### src/rtl/ikaopm_timing_gen.sv
// Master timing generator: phiM/phi1 clock-enable strobes and the 32-slot operator counter.
// Define IKAOPM_TIMING_STALL_EN to add the i_STALL input that freezes all timing.
module ikaopm_timing_gen #(
    parameter int CLKDIV    = 4,
    parameter int SLOTS     = 32,
    parameter int SLOT_BITS = 5
) (
    input  logic                 i_EMUCLK,
    input  logic                 i_RST,
    input  logic                 i_EN,
    input  logic                 i_RESYNC,
`ifdef IKAOPM_TIMING_STALL_EN
    input  logic                 i_STALL,
`endif
    output logic                 o_PHIM_PCEN_n,
    output logic                 o_PCEN_n,
    output logic                 o_NCEN_n,
    output logic [SLOT_BITS-1:0] o_SLOT,
    output logic                 o_CYCLE_LAST,
    output logic                 o_RUNNING
);

    localparam int                   PRE_BITS  = $clog2(CLKDIV);
    localparam logic [PRE_BITS-1:0]  PRE_LAST  = PRE_BITS'(CLKDIV - 1);
    localparam logic [SLOT_BITS-1:0] SLOT_LAST = SLOT_BITS'(SLOTS - 1);

    typedef enum logic [1:0] {
        IDLE  = 2'd0,
        PRIME = 2'd1,
        RUN   = 2'd2,
        STOP  = 2'd3
    } state_t;

    state_t               state;
    state_t               state_nxt;
    logic [PRE_BITS-1:0]  prescaler;
    logic                 phase;
    logic                 resync_pending;
    logic [SLOT_BITS-1:0] slot;
    logic                 stall;
    logic                 tick;
    logic                 emit;
    logic                 slot_update;

`ifdef IKAOPM_TIMING_STALL_EN
    assign stall = i_STALL;
`else
    assign stall = 1'b0;
`endif

    // A stalled prescaler never ticks, so strobes, phase, slot and the PRIME exit all freeze together.
    assign tick        = (state != IDLE) && !stall && (prescaler == PRE_LAST);
    assign emit        = (state == RUN) || (state == STOP);
    assign slot_update = tick && emit && phase;

    always_ff @(posedge i_EMUCLK) begin
        if (i_RST) begin
            state <= IDLE;
        end else begin
            state <= state_nxt;
        end
    end

    always_comb begin
        state_nxt = state;
        case (state)
            IDLE:    if (i_EN)             state_nxt = PRIME;
            PRIME:   if (tick && phase)    state_nxt = RUN;
            RUN:     if (!i_EN)            state_nxt = STOP;
            STOP:    if (slot_update)      state_nxt = IDLE;
            default:                       state_nxt = IDLE;
        endcase
    end

    always_ff @(posedge i_EMUCLK) begin
        if (i_RST) begin
            prescaler      <= '0;
            phase          <= 1'b0;
            resync_pending <= 1'b0;
            slot           <= SLOT_LAST;
            o_PHIM_PCEN_n  <= 1'b1;
            o_PCEN_n       <= 1'b1;
            o_NCEN_n       <= 1'b1;
        end else begin
            o_PHIM_PCEN_n <= !(tick && emit);
            o_NCEN_n      <= !(tick && emit && !phase);
            o_PCEN_n      <= !slot_update;

            if (state == IDLE) begin
                prescaler      <= '0;
                resync_pending <= 1'b0;
                if (i_EN) begin
                    slot  <= SLOT_LAST;
                    phase <= 1'b0;
                end
            end else begin
                if (tick) begin
                    prescaler <= '0;
                    phase     <= ~phase;
                end else if (!stall) begin
                    prescaler <= prescaler + PRE_BITS'(1);
                end

                // Resync requests arriving before the strobes start are meaningless and dropped.
                if (state == PRIME || slot_update) begin
                    resync_pending <= 1'b0;
                end else if (i_RESYNC) begin
                    resync_pending <= 1'b1;
                end

                if (slot_update) begin
                    if (resync_pending || i_RESYNC || slot == SLOT_LAST) begin
                        slot <= '0;
                    end else begin
                        slot <= slot + SLOT_BITS'(1);
                    end
                end
            end
        end
    end

    assign o_SLOT       = slot;
    assign o_RUNNING    = (state == RUN);
    assign o_CYCLE_LAST = o_RUNNING && (slot == SLOT_LAST);

endmodule

### config.mk
export PLATFORM = sky130hd
export DESIGN_NAME = ikaopm_timing_gen
export DESIGN_NICKNAME = d
export VERILOG_FILES = /design/src/rtl/ikaopm_timing_gen.sv
export SDC_FILE = /design/constraint.sdc
export NUM_CORES = 1
export LEC_CHECK = 0
export ABC_AREA = 1
export BUFFER_PORTS_ARGS = -buffer_cell sky130_fd_sc_hd__buf_2
export CORE_UTILIZATION = 45
export DETAILED_ROUTE_END_ITERATION = 6
export PLACE_DENSITY = 0.64
export SYNTH_ARGS = -nofsm -noshare
export SYNTH_HDL_FRONTEND = slang
export SYNTH_SLANG_ARGS = --single-unit
### constraint.sdc
create_clock -name i_EMUCLK -period 1.45 [get_ports i_EMUCLK]
set_input_delay 0 -clock i_EMUCLK [delete_from_list [all_inputs] [get_ports i_EMUCLK]]
set_output_delay 0 -clock i_EMUCLK [all_outputs]
set_load 0.05 [all_outputs]
==> results of run 1 <==
==> timing repair <==
action	in CTS	in global routing
resized for setup	3	10
pin swaps	0	3
setup buffers	1	2
setup endpoints to repair	1	8
hold buffers	0	0
gates cloned	0	0
==> cell type report <==
class                      count  area, um^2
fill                         143         574
multi-input combinational     73         424
sequential                    14         293
timing repair buffer          17         101
inverter                      20        75.1
clock buffer                   4        36.3
tap                           16        20.0
==> worst register-to-register path: cells and delay by family, from the launching register on <==
| kind | cells | cell delay (ns) |
|---|---|---|
| buffers and inverters | 1 | 0.09 |
| and+or+nand+nor | 5 | 0.33 |
| AOI/OAI and AO/OA | 1 | 0.16 |
| adders and majority gates | 2 | 0.33 |
| DFF | 1 | 0.37 |
==> layer usage <==
metal / vias up / track usage [%] / share of wire [%]
met3: 2 / 2.55 / 4.5
met2: 18 / 27.9 / 49
met1: 307 / 21.3 / 45
li1: 380 / - / -
met5: - / 0 / 0
met4: 0 / 9.38 / 1.1
==> synthesized netlist by cell type <==
library cell	count
a21oi_1	4
clkbuf_1	1
clkinv_1	1
dfxtp_1	14
ha_1	7
inv_1	15
inv_2	4
nand2_1	26
nand2_2	2
nand3_1	16
nand3_2	1
nand4_1	1
nor2_1	11
o21a_1	1
o21ai_0	3
o21ai_2	1
==> where the power goes <==
part           leakage [uW]  switching, uW  internal [uW]
Clock             0.0000210            133            153
Sequential         0.000115           87.7            496
Combinational      0.000336            769            464
==> registers in the layout (all words and copies together), names as in the netlist <==
register and cells:
prescaler 2, o_PCEN_n 1, o_SLOT 5, o_NCEN_n 1, o_PHIM_PCEN_n 1, state 2, resync_pending 1, phase 1
==> cells by family after synthesis <==
logic type | count (synthesis) | synth area share (%)
compound gates | 9 | 6.88
fa+ha+maj | 7 | 11.7
buf+inv | 21 | 10.6
flops | 14 | 37.6
simple gates | 57 | 33.2
==> stage by stage <==
step | util, % | std cells | cell area, um^2
floorplan | - | 108 | 758
finish | 62.3 | 144 | 950
detailed placement | 55.6 | 137 | 847
global route | 62.3 | 144 | 950
CTS | 59.0 | 142 | 900
global placement | 55.6 | 137 | 847
==> worst paths after layout <==
| kind | start | end | slack, ns | cells past startpoint |
|---|---|---|---|---|
| max | o_SLOT[1] | o_CYCLE_LAST | 0.04 | 7 |
| min | i_RST | prescaler[1] | 0.01 | 4 |
| max reg2reg | o_SLOT[1] | o_SLOT[0] | 0.10 | 9 |
| min reg2reg | prescaler[0] | prescaler[0] | 0.42 | 1 |
==> summary.md, run 1 <==
| Metric | Value |
|---|---|
| Status | finished, final reports clean |
| GP Congestion | about 0.86 |
| DR iter-0 viols | 9 |
| Syn-to-layout area delta | 27.3% |
| CP Capture Type | primary output |
| Gr usage total | between 10% and 20% |
| Static Leakage | 0.000472 uW |
| Max-cap viol count | 0 |
| Synth top area share | 37.6% |
| Worst slack, placed | roughly 0.036 ns |
| Initial Utilization | approximately half |
| Synth Warn # | 0 |
| Min Hold Slack | roughly 0.013 ns |
| Die width | about 43 um |
| # diodes | 0 |
| Slowest-stage cell, CP | dfxtp_4 |
| Maximum vdd ir drop | 1340 uV |
| Share of cells above drive strength 1 | about a third |
| Htree depth | 1 |
| Initial DRT Pass Iterations | 4 |
| CTS Sinks | 14 |
| Top Ports | 14 |
| Synth area leaders | dfxtp_1, nand2_1, ha_1, nand3_1, inv_1 |
| Initial antenna violation count | 0 |
| Final worst setup slack | about 0.043 ns |
| Worst Max-Slew Pin Slew | around 0.35 ns |
| Final Power | approximately 2100 uW |
| Hold Path Class | input pin to flop |
| Pins over their slew limit | 0 |
| CTS Buf Count | 3 |
| Most frequent cells in the layout | nand2_1, inv_1, nand3_1, buf_2, nor2_1 |
| FP Rows | 14 |
| Largest net degree at the start of global routing | 12 |
| # DRC | 0 |
| Syn avg cell area | about 6.9 um^2 |
| Fmax | 0.711 GHz |
| ANT nets after route | 0 |
| Setup TNS | 0 ns |
| Critical path peak fanout | 5 |
| Clock period minus worst slack | roughly 1.4 ns |
| Longest Clk Path Bufs | 2 |
| Worst path arrival time | between 1 and 1.5 ns |
| Number of distinct library cells after synthesis | 16 |
| Worst-Skew Late Latency | 0.28 ns |
| Vias | approximately 700 |
| Post-DP HPWL | about 1100 um |
| CTS clk-pin slew, worst paths | 0.09 ns |
| Cell Area, Synth | 746 um^2 |
| Via density | slightly below 5 |
| Crit path kind | flop to primary output |
| Critical Path RT | 1.45 ns |
| Worst slew margin | approximately three quarters |
| Setup violations, final | 0 |
| Critical-path cell list | ha_4 -> nand2_2 -> nor2_2 -> ha_2 -> nand2_1 -> inv_1 -> buf_6 |
| Total gr overflow | 0 |
| Largest area contributor in the netlist | dfxtp_1 |
| Vias in the first global route | 585 |
| Critical path launch point type | flop |
| Final Hold Viols | 0 |
| Register bit count reported by yosys | 14 |
| Die area | ~0.0018 mm^2 |
| RSZ-0062 raised after global routing | yes |
| First-pass GRT wire length | ~2400 um |
| Commonest non-fill, non-tap cell in the layout | nand2_1 |
| Syn_nets | roughly 120 |
| # port buffers | 13 |
| CTS tree | built |
| WL/cell | around 11 um |
| Core area | between 0.0015 and 0.002 mm^2 |
| Sequential cell area fraction in the yosys report | between 30% and 40% |
| Pwr dens | 2210 mW/mm^2 |
| Fin nets | between 100 and 150 |
| CTS root buffer | clkbuf_4 |
| DRT Wirelength | between 1500 and 2000 um |
| Skew final | roughly 0.0025 ns |
| Syn Inst Count | about 110 |
| Chip Height | about 43 um |
| Worst stage delay on the critical path | roughly 0.38 ns |
| Buf/Inv on CP | 2 |
| Fin crit share | between 90% and 100% |
| Delay-heaviest family, CP | flip-flops |
Note: power is estimated with default switching activity, not from simulation.
==> inputs of run 2 (changes only) <==
- CORE_UTILIZATION: 45 -> 52
- PLACE_DENSITY: 0.64 -> 0.72
==> summary.md, run 2 (synthesized netlist as in run 1, its figures left out) <==
| Metric | Value |
|---|---|
| First-pass GRT wire length | approximately 2300 um |
| Vias | between 700 and 800 |
| Die width | 39.9 um |
| Fmax | between 0.7 and 0.8 GHz |
| Worst slew margin | 76.7% |
| CTS Buf Count | 3 |
| # diodes | 0 |
| Skew final | roughly 0.0039 ns |
| Static Leakage | 0.000469 uW |
| Worst path arrival time | between 1 and 1.5 ns |
| Clk pwr share | 13.9% |
| Hold Path Class | input pin to flop |
| Vias in the first global route | 600 |
| CTS clk-pin slew, worst paths | roughly 0.090 ns |
| CTS Sinks | 14 |
| DR iter-0 viols | 10 |
| Final Hold Viols | 0 |
| Pwr dens | about 2200 mW/mm^2 |
| Comb pwr share | just under 60% |
| Chip Height | between 30 and 40 um |
| Max-cap viol count | 0 |
| Share of cells above drive strength 1 | between 30 and 40% |
| CTS root buffer | clkbuf_4 |
| RSZ-0062 raised after global routing | yes |
| Worst R2R Start | state[0] |
| CTS tree | built |
| Initial DRT Pass Iterations | 4 |
| Core area | 0.00132 mm^2 |
| Total gr overflow | 0 |
| GP Congestion | between 0.7 and 0.8 |
| Top Ports | 14 |
| Worst-Skew Late Latency | around 0.28 ns |
| Fin nets | 140 |
| FILL cells | between 100 and 150 |
| # port buffers | 13 |
| Post-DP HPWL | between 1000 and 1500 um |
| Worst Max-Slew Pin Slew | approximately 0.35 ns |
| Min Hold Slack | 0.00817 ns |
| Switching Fraction | a little under half |
| Syn-to-layout area delta | 27.2% |
| CTS hold repair buffers | 0 |
| Status | finished, final reports clean |
| Max reg flops | 5 |
| Seq pwr share | approximately 27% |
| Longest Clk Path Bufs | 2 |
| Via density | a little over 5 |
| Final Power | 2080 uW |
| Initial antenna violation count | 0 |
| Crit path kind | flop to primary output |
| Gr usage total | 22.1% |
| # DRC | 0 |
| CP Capture Type | primary output |
| Most frequent cells in the layout | nand2_1, nand3_1, inv_1, buf_2, nor2_1 |
| Internal Power | ~1100 uW |
| Setup violations, final | 0 |
| DRT Wirelength | 1540 um |
| Hold Crit Start | i_RST |
| Htree depth | 1 |
| Critical path launch point type | flop |
| Pins over their slew limit | 0 |
| WL/cell | between 10 and 15 um |
| Fin crit share | between 90 and 100% |
| Die area | 0.00159 mm^2 |
| Commonest non-fill, non-tap cell in the layout | nand2_1 |
| NetSw | just under 1000 uW |
| ANT nets after route | 0 |
| Worst Setup SP | o_SLOT[0] |
| Critical Path RT | approximately 1.5 ns |
| FP Rows | 13 |
| Maximum vdd ir drop | roughly 1600 uV |
| Critical path peak fanout | 3 |
| Worst slack, placed | between 0.03 and 0.04 ns |
| Final worst setup slack | 0.0518 ns |
| Largest net degree at the start of global routing | 12 |
| Clock period minus worst slack | roughly 1.4 ns |
| Initial Utilization | 56.6% |
==> run 2: cell counts in the layout (fill, tap and decap cells not counted) <==
No cell type changed its count.
==> run 2: final cells by class <==
cell class	instances	area, um^2	share of cell area, %
clock buffers	4	36.3	3.83
inverters	20	75.1	7.92
multi-input cells	73	422	44.5
flip-flops and latches	14	292	30.7
well taps	15	18.8	1.98
repair buffers	17	105	11.1
==> run 2: timing repair <==
action	4_1_cts	5_1_grt
setup buffers	2	0
pin swaps	0	2
endpoints found under the setup margin	1	8
gates resized for setup	4	9
==> run 2: path summary, 6_finish.rpt <==
kind,cells past startpoint,to,slack [ns]
max,7,o_CYCLE_LAST,0.05
min,4,prescaler[0],0.008
max reg2reg,8,state[0],0.11
min reg2reg,1,prescaler[0],0.42
==> run 2: power by group through the flow <==
stage          Sequential [uW]  Clock (uW)  Combinational (uW)
4_1_cts                    561         290                1170
5_1_grt                    583         296                1380
3_3_place_gp               576           0                1100
2_1_floorplan              720           0                 723
3_5_place_dp               581           0                1110
6_report                   569         288                1220
==> run 2: per-stage QoR <==
| stage | cells | instance area, um^2 | TNS [ns] | utilization [%] |
|---|---|---|---|---|
| 2_1_floorplan | 108 | 758 | 0 | - |
| 3_3_place_gp | 137 | 853 | 0 | 64.8 |
| 3_5_place_dp | 137 | 853 | 0 | 64.8 |
| 4_1_cts | 143 | 916 | 0 | 69.5 |
| 5_1_grt | 143 | 948 | -0.0249 | 72.0 |
| 6_report | 143 | 948 | 0 | 72.0 |
==> run 2: per-layer routing <==
layer  GRT usage [%]  share of wire (%)  vias up
met2            37.9                 51       10
met5               0                  0        -
met1            25.1                 46      329
met4            12.9                1.1        0
li1                -                  -      381
met3            3.41                1.9        2
==> run 2: critical path, stage by stage, from the launching register on <==
cell	delay (ns)
dfxtp_4	0.37
ha_4	0.13
nand2_1	0.06
nor2_1	0.11
ha_2	0.20
nand2_2	0.05
inv_2	0.05
buf_8	0.13
